===== config.mk =====
export PLATFORM = sky130hd
export DESIGN_NAME = reg_wb_unit
export DESIGN_NICKNAME = d
export VERILOG_FILES = /design/src/rtl/reg_wb_unit.sv
export SDC_FILE = /design/constraint.sdc
export NUM_CORES = 1
export LEC_CHECK = 0
export CAP_MARGIN = 0
export CORE_UTILIZATION = 30
export DETAILED_ROUTE_END_ITERATION = 6
export PLACE_DENSITY_LB_ADDON = 0.12
export SETUP_SLACK_MARGIN = 0.5
export SLEW_MARGIN = 20
export SYNTH_ARGS = -nofsm -noshare
export SYNTH_HDL_FRONTEND = slang
export SYNTH_SLANG_ARGS = --single-unit

===== constraint.sdc =====
create_clock -name CLK -period 3.5 [get_ports CLK]
set_clock_uncertainty 0.2 [all_clocks]
set_input_delay 0.7 -clock CLK [delete_from_list [all_inputs] [get_ports CLK]]
set_output_delay 0.7 -clock CLK [all_outputs]
set_load 0.01 [all_outputs]

===== src/rtl/reg_wb_unit.sv =====
// reg_wb_unit: write-side front end of the register file.
// Merges single-cycle ALU results (highest priority, never stalled) with
// data-memory load results (buffered in a circular FIFO, ready/valid) onto
// the single register-file write port, and exports a pending-write mask
// for hazard stalls in the decoder.
//
// Ports:
//   CLK, reset                   clock, synchronous active-high reset
//   alu_valid/alu_waddr/alu_data ALU result (always accepted)
//   ld_valid/ld_waddr/ld_data    load result offer
//   ld_ready                     load can be accepted this cycle
//   write_en/waddr/data_in       registered register-file write port
//   pending_mask                 bit i = uncommitted write to register i
//   fifo_count                   load FIFO occupancy
//   waw_err                      sticky: ALU wrote a register with an older
//                                load still queued for it
module reg_wb_unit #(
  parameter int W     = 8,
  parameter int D     = 4,
  parameter int DEPTH = 4
) (
  input  logic                       CLK,
  input  logic                       reset,
  input  logic                       alu_valid,
  input  logic [D-1:0]               alu_waddr,
  input  logic [W-1:0]               alu_data,
  input  logic                       ld_valid,
  input  logic [D-1:0]               ld_waddr,
  input  logic [W-1:0]               ld_data,
  output logic                       ld_ready,
  output logic                       write_en,
  output logic [D-1:0]               waddr,
  output logic [W-1:0]               data_in,
  output logic [2**D-1:0]            pending_mask,
  output logic [$clog2(DEPTH+1)-1:0] fifo_count,
  output logic                       waw_err
);

  localparam int PW = $clog2(DEPTH);
  localparam int CW = $clog2(DEPTH+1);
  localparam int NR = 2**D;

  logic [D-1:0]  q_addr [DEPTH];
  logic [W-1:0]  q_data [DEPTH];
  logic [PW-1:0] rd_ptr;
  logic [PW-1:0] wr_ptr;
  logic [CW-1:0] count;

  logic          accept;
  logic          empty;
  logic          push;
  logic          pop;
  logic          bypass;
  logic [NR-1:0] fifo_mask;

  // Backpressure comes only from registered occupancy, so a full FIFO
  // refuses a load even in a cycle where its head is being popped.
  assign ld_ready   = (count < CW'(DEPTH));
  assign accept     = ld_valid && ld_ready;
  assign empty      = (count == '0);
  assign fifo_count = count;

  always_comb begin
    push   = 1'b0;
    pop    = 1'b0;
    bypass = 1'b0;
    if (alu_valid) begin
      push = accept;
    end else if (!empty) begin
      pop  = 1'b1;
      push = accept;
    end else begin
      bypass = accept;
    end
  end

  // An entry is live when its distance from the read pointer is below the
  // occupancy; pointer subtraction wraps because DEPTH is a power of two.
  always_comb begin
    logic [PW-1:0] offs;
    offs      = '0;
    fifo_mask = '0;
    for (int i = 0; i < DEPTH; i++) begin
      offs = PW'(i) - rd_ptr;
      if (CW'(offs) < count) fifo_mask[q_addr[i]] = 1'b1;
    end
  end

  assign pending_mask = fifo_mask | (write_en ? (NR'(1) << waddr) : '0);

  // FIFO storage holds no control state, so it is left out of reset.
  always_ff @(posedge CLK) begin
    if (push) begin
      q_addr[wr_ptr] <= ld_waddr;
      q_data[wr_ptr] <= ld_data;
    end
  end

  // ---- output stage: one edge from source selection to write port ----
  always_ff @(posedge CLK) begin
    if (reset) begin
      rd_ptr   <= '0;
      wr_ptr   <= '0;
      count    <= '0;
      write_en <= 1'b0;
      waddr    <= '0;
      data_in  <= '0;
      waw_err  <= 1'b0;
    end else begin
      if (push) wr_ptr <= wr_ptr + 1'b1;
      if (pop)  rd_ptr <= rd_ptr + 1'b1;
      count <= count + CW'(push) - CW'(pop);

      // Only queued loads count: the write stage itself is older than the
      // ALU result and commits first, so it cannot clobber it.
      if (alu_valid && fifo_mask[alu_waddr]) waw_err <= 1'b1;

      if (alu_valid) begin
        write_en <= 1'b1;
        waddr    <= alu_waddr;
        data_in  <= alu_data;
      end else if (pop) begin
        write_en <= 1'b1;
        waddr    <= q_addr[rd_ptr];
        data_in  <= q_data[rd_ptr];
      end else if (bypass) begin
        write_en <= 1'b1;
        waddr    <= ld_waddr;
        data_in  <= ld_data;
      end else begin
        write_en <= 1'b0;
      end
    end
  end

endmodule


Yosys cells after proc, flatten, opt, wreduce, memory -nomap -nowiden

Memory sizes are Yosys's and may differ from the RTL's. A register that Yosys moved wholly into a read port is not among the register bits.
Cells that the tools add are included.

Bits of input ports: 28
Memories kept: 2
Flip-flop bits (word level): 21
Output and inout bits: 34
Memory bits (writable): 48

Memories:

| name   | depth | width | read ports | clocked after memory_dff | write ports | RTL line | RTL |
|---|---|---|---|---|---|---|---|
| q_data | 4     | 8     | 1          | 1                        | 1           | 44       | `logic [W-1:0] q_data [DEPTH];` |
| q_addr | 4     | 4     | 5          | 1                        | 1           | 43       | `logic [D-1:0] q_addr [DEPTH];` |

Bitwise operators: 4
Order comparisons: 14
Muxes and demuxes: 36
Add/sub/neg operators: 8
Shift-type cells: 1
Reduce and logical (&&, ||, !) cells: 8

Operators by type and width:

| operator                                                                            | count |
|---|---|
| 16-bit two-way mux                                                                  | 5 |
| 16-bit bitwise OR                                                                   | 4 |
| 4-bit by 5-bit < comparator with 1-bit output, second input constant                | 5 |
| 8-bit two-way mux                                                                   | 3 |
| 1-bit demux with 4-bit select                                                       | 4 |
| 4-bit by 1-bit greater-or-equal comparator with 1-bit output, second input constant | 4 |
| 1-bit two-way mux                                                                   | 16 |
| 1-bit by 4-bit << shifter with 16-bit output, first input constant                  | 1 |
| 2-bit by 3-bit < comparator with 1-bit output                                       | 4 |
| 4-bit two-way mux                                                                   | 3 |
| 2-bit two-way mux                                                                   | 4 |
| 1-bit logical AND                                                                   | 6 |
| 2-bit by 1-bit adder with 2-bit output, second input constant                       | 2 |
| 1-bit binary-select mux with 4-bit select                                           | 1 |
| 1-bit by 2-bit subtractor with 2-bit output, first input constant                   | 2 |
| 2-bit subtractor, first input constant                                              | 2 |
| 3-bit by 1-bit adder with 3-bit output                                              | 1 |
| 3-bit logical NOT                                                                   | 1 |
| 3-bit < comparator, second input constant                                           | 1 |
| 3-bit nonzero test                                                                  | 1 |
| 3-bit by 1-bit subtractor with 3-bit output                                         | 1 |

Logic depth before layout (Yosys ltp)

Word-level depth: 14
Mapped depth: 13
Gate-level depth less buffers: 12

Least setup slack after synthesis

OpenSTA, ideal clock, no wires.

Path kind: register to output
Start: register count[1], in the netlist fifo_count[1]
End: output pending_mask[7]
Slack: 0.432 ns
Required time: 2.600 ns
Stages on the path, launching flop included: 9
Data arrival time: 2.168 ns
Cells stage by stage: dfxtp_1 -> inv_1 -> ha_1 -> a211o_1 -> and3b_1 -> clkbuf_1 -> nand4_1 -> nand2_1 -> or3b_2

Longest elaborated chain between the ends: 9
Elaborated cells between the ends (all ways): 12

RTL lines:

| what                                          | RTL line | RTL |
|---|---|---|
| start: declaration                            | 47       | `logic [CW-1:0] count;` |
| start signal: assignment                      | 112      | `count <= count + CW'(push) - CW'(pop);` |
| 2-bit by 3-bit < comparator with 1-bit output | 85       | `if (CW'(offs) < count) fifo_mask[q_addr[i]] = 1'b1;` |
| 16-bit two-way mux                            | 85       |  |
| 16-bit bitwise OR (no source line)            | n/a      |  |
| 16-bit two-way mux                            | 85       |  |
| 16-bit bitwise OR (no source line)            | n/a      |  |
| 16-bit two-way mux                            | 85       |  |
| 16-bit bitwise OR (no source line)            | n/a      |  |
| 16-bit two-way mux (*)                        | 85       |  |
| 16-bit bitwise OR (*)                         | 89       | `assign pending_mask = fifo_mask \| (write_en ? (NR'(1) << waddr) : '0);` |
| end: declaration                              | 34       | `output logic [2**D-1:0] pending_mask,` |

Mark *: on every way between the ends. The rest lies on a longest branch, timed or not.

Worst setup path in the final report

Start: register rd_ptr[0]
End: output pending_mask[2]

Longest elaborated chain between the ends: 10
Elaborated cells between the ends (all ways): 16

RTL lines:

| what                                          | RTL line | RTL |
|---|---|---|
| start: declaration                            | 45       | `logic [PW-1:0] rd_ptr;` |
| start signal: assignment                      | 111      | `if (pop) rd_ptr <= rd_ptr + 1'b1;` |
| 1-bit by 2-bit subtractor with 2-bit output   | 84       | `offs = PW'(i) - rd_ptr;` |
| 2-bit by 3-bit < comparator with 1-bit output | 85       |  |
| 16-bit two-way mux                            | 85       |  |
| 16-bit bitwise OR (no source line)            | n/a      |  |
| 16-bit two-way mux                            | 85       |  |
| 16-bit bitwise OR (no source line)            | n/a      |  |
| 16-bit two-way mux                            | 85       |  |
| 16-bit bitwise OR (no source line)            | n/a      |  |
| 16-bit two-way mux (*)                        | 85       |  |
| 16-bit bitwise OR (*)                         | 89       |  |

Marked as above.

==> impl_results.md <==
- CTS clk-pin slew, worst paths: roughly 60 ps
- FF/Latch Area: 1910 sq um
- TritonCTS clock tree: yes
- Switch share: 34.8%
- Syn_area_per_cell: 11.0 sq um
- Share of cells above drive strength 1: 29.7%
- Post-layout nets: 489
- Area of the multi-input gates: between 2000 and 2500 sq um
- Min-Delay Path Class: reg2reg
- Slew @ Worst Pin: between 900 and 1000 ps
- Synth Area in XOR/XNOR: 1.32%
- DP HPWL: 8.78 mm
- Comb power frac: 44.3%
- Critical path buffer and inverter count: 2
- Top_reg_cell synth: edfxtp_1
- Yosys cell types: 58
- DRC violations left: 0
- Post-Synth Simple-Gate Area: 17.9%
- Synth Cell Area: 3970 sq um
- Sequential power share: 31.4%
- Fin crit period: 3260 ps
- P_int: 2.55 mW
- First-pass GRT wire length: 18.7 mm
- Worst slew margin: 39.8%
- Fin. max-slew vios: 0
- Final antenna-violating net count: 0
- Root Driver: clkbuf_16
- Final setup fails: 0
- Crit start category: register
- Num Clock Sinks: 71
- Drt via density: 5.54
- Core ar.: approximately 13,000 sq um
- Number of CTS-inserted buffers: 9
- H-tree depth: 3
- Critical-path cell list: xnor2_2 -> inv_1 -> ha_1 -> nor2b_4 -> a211o_4 -> o211ai_1 -> o21bai_1 -> buf_2
- Fin. Hold Viols: 0
- Critical Path End Type: primary output
- Layout area overhead: 38.8%
- IO Count: 62
- Max incr delay on CP: 370 ps
- CP Class: reg2out
- Gpl congestion: 0.904
- Post-Syn Nets: between 300 and 400
- Largest family of logic cells by synthesized area: compound AO/OA/AOI/OAI gates
- Clock tree buffer depth: 2
- Setup ws final: roughly 240 ps
- Final Cycle Share: around 93%
- Initial antenna violation count: 0
- Critical path's top delay family: compound AO/OA/AOI/OAI gates
- Pleak: 1.92 nW
- P_sw: 1.36 mW
- Fmax: 307 MHz
- Crit path DAT: ~2400 ps
- PD cells: 709 nW/um^2
- Num rows: 41
- Drt pass-1 iters: 5
- Post-synthesis compound-gate area fraction: 18.4%
- Ys Warns: 0
- Post-synthesis mux area share: 7.06%
- Synthesized instance count: 360
- Synth Area in Adders: under 10%
- Initial core utilization: 31.1%
- Routed via count: 3,473
- Crit-path slowest cell: a211o_4
- Ys async rst share: 0%
- Number of synthesized flops with an enable pin: 48
- CP required: 2600 ps
- Total grt overflow: 0
- #FFs+latches synth: 71
- Clock Latency Late Sink: ~320 ps
- Peak VDD IR: 0.350 mV
- Die H: between 100 and 150 um
- Pin count of the biggest net entering global routing: 23
- Hold Worst Slack: 302 ps
- DP Worst Slack: -32.5 ps
- Routed wire per std cell: 19.3 um
- # diodes: 0
- IO Port Bufs: a little over 60
- Iter 0 DRT Violations: 285
- Clock Power Share: 24.3%
- CP Max Fanout: 7
- Total power draw: 3.91 mW
- # fillers: 1,219
- Vias in the first global route: 3,557
- # Max-Cap Violations: 0
- RSZ-0062 raised after global routing: true
- Gr usage total: between 10% and 20%
- Die width: roughly 120 um
- Die area: 13,700 sq um
- Sequential area share after synthesis: about 48%
- Status: finished clean
- Drt total wl: 12.1 mm
power by group through the flow:
stage	Clock [mW]	Sequential, mW	Combinational [mW]
floorplan	0	1.18	0.913
global placement	0	1.23	1.51
detailed placement	0	1.23	1.49
CTS	0.970	1.23	1.68
global route	1.01	1.25	1.87
finish	0.950	1.23	1.73
registers in the layout (all words and copies together) (netlist names), named ones only:
signal and flops:
waw_err 1, waddr 4, write_en 1, data_in 8, q_data 32, fifo_count 3
q_addr 16, rd_ptr 2, wr_ptr 2
layout make-up:
type	instances	share of cell area, %
Sequential cell	71	34.6
Clock buffer	10	4.15
Timing Repair Buffer	99	15.3
Inverter	16	1.13
Multi-Input combinational cell	253	39.4
Tap cell	172	3.90
Clock inverter	6	1.54
routing by layer:
layer	wire length (um)	track usage, %	up-vias
met5	0	0	-
met4	599	12.1	0
met3	688	3.81	41
met2	5870	31.7	145
met1	4940	21.9	1695
li1	-	-	1592
logic make-up (layout without fill, tap and decap cells):
| family | after synthesis | in the layout |
|---|---|---|
| mux | 13 | 13 |
| xor+xnor | 6 | 6 |
| compound gates | 90 | 90 |
| flops | 71 | 71 |
| fa+ha+maj | 11 | 11 |
| simple gates | 133 | 133 |
| buf+inv | 36 | 131 |
synth_stat cells, types with 12 or more instances:
cell	number	share of area, %
a222oi_1	12	3.0
edfxtp_1	48	36
nand2b_1	16	2.5
nand2_1	15	1.4
nor3_1	16	2.0
dfxtp_1	23	12
clkbuf_1	14	1.3
inv_1	16	1.5
mux4_2	12	6.8
a211oi_1	17	3.2
nor2_1	37	3.5
through the flow:
step / utilization (%) / area (sq um) / std cells / setup TNS, ps
detailed placement: 38.1 / 4870 / 594 / -32.5
global placement: 38.1 / 4870 / 594 / 0
finish: 43.2 / 5510 / 627 / 0
global route: 43.2 / 5510 / 627 / 0
floorplan: - / 3970 / 360 / 0
CTS: 42.8 / 5470 / 623 / 0
cell usage in the layout (no fill, tap or decap), types with 4 or more instances in the layout:
cell	synthesis	routed
a211oi_2	0	5
nor2_1	37	35
mux4_2	12	12
nor2b_1	11	9
o21ai_0	11	6
inv_1	16	14
ha_1	10	9
nand2_1	15	14
nand2b_1	16	16
buf_2	1	14
and2_1	7	7
dfxtp_1	23	19
clkdlybuf4s50_1	0	45
nor3_1	16	9
o21ai_1	0	5
dfxtp_2	0	4
buf_4	0	34
nand3b_1	4	4
xnor2_1	6	5
o22ai_2	0	5
clkbuf_16	0	9
buf_6	2	5
edfxtp_1	48	48
nor3_2	0	6
a211oi_1	17	12
or2_2	4	4
a222oi_1	12	12
final timing paths:
path                                start                      end  slack (ps)  depth (start not counted)
setup / recovery   rd_ptr[0]$_SDFFE_PP0P_          pending_mask[2]         240                          8
hold / removal    data_in[7]$_SDFFE_PP0P_  data_in[7]$_SDFFE_PP0P_         300                          2
setup reg to reg   rd_ptr[0]$_SDFFE_PP0P_     waw_err$_SDFFE_PP0P_         710                         10
hold reg to reg   data_in[7]$_SDFFE_PP0P_  data_in[7]$_SDFFE_PP0P_         300                          2
worst min-delay path, stage by stage, from the launching register on:
cell,delay [ps]
dfxtp_1,310
nor2_1,90
a211oi_1,50
repair_timing:
action                                  4_1_cts  5_1_grt
gates resized for setup                     121        4
hold buffers                                  0        0
setup buffers                                13        4
endpoints found under the setup margin       16       16
pin swaps                                    25        4
Power figures use the tool's default switching activity.
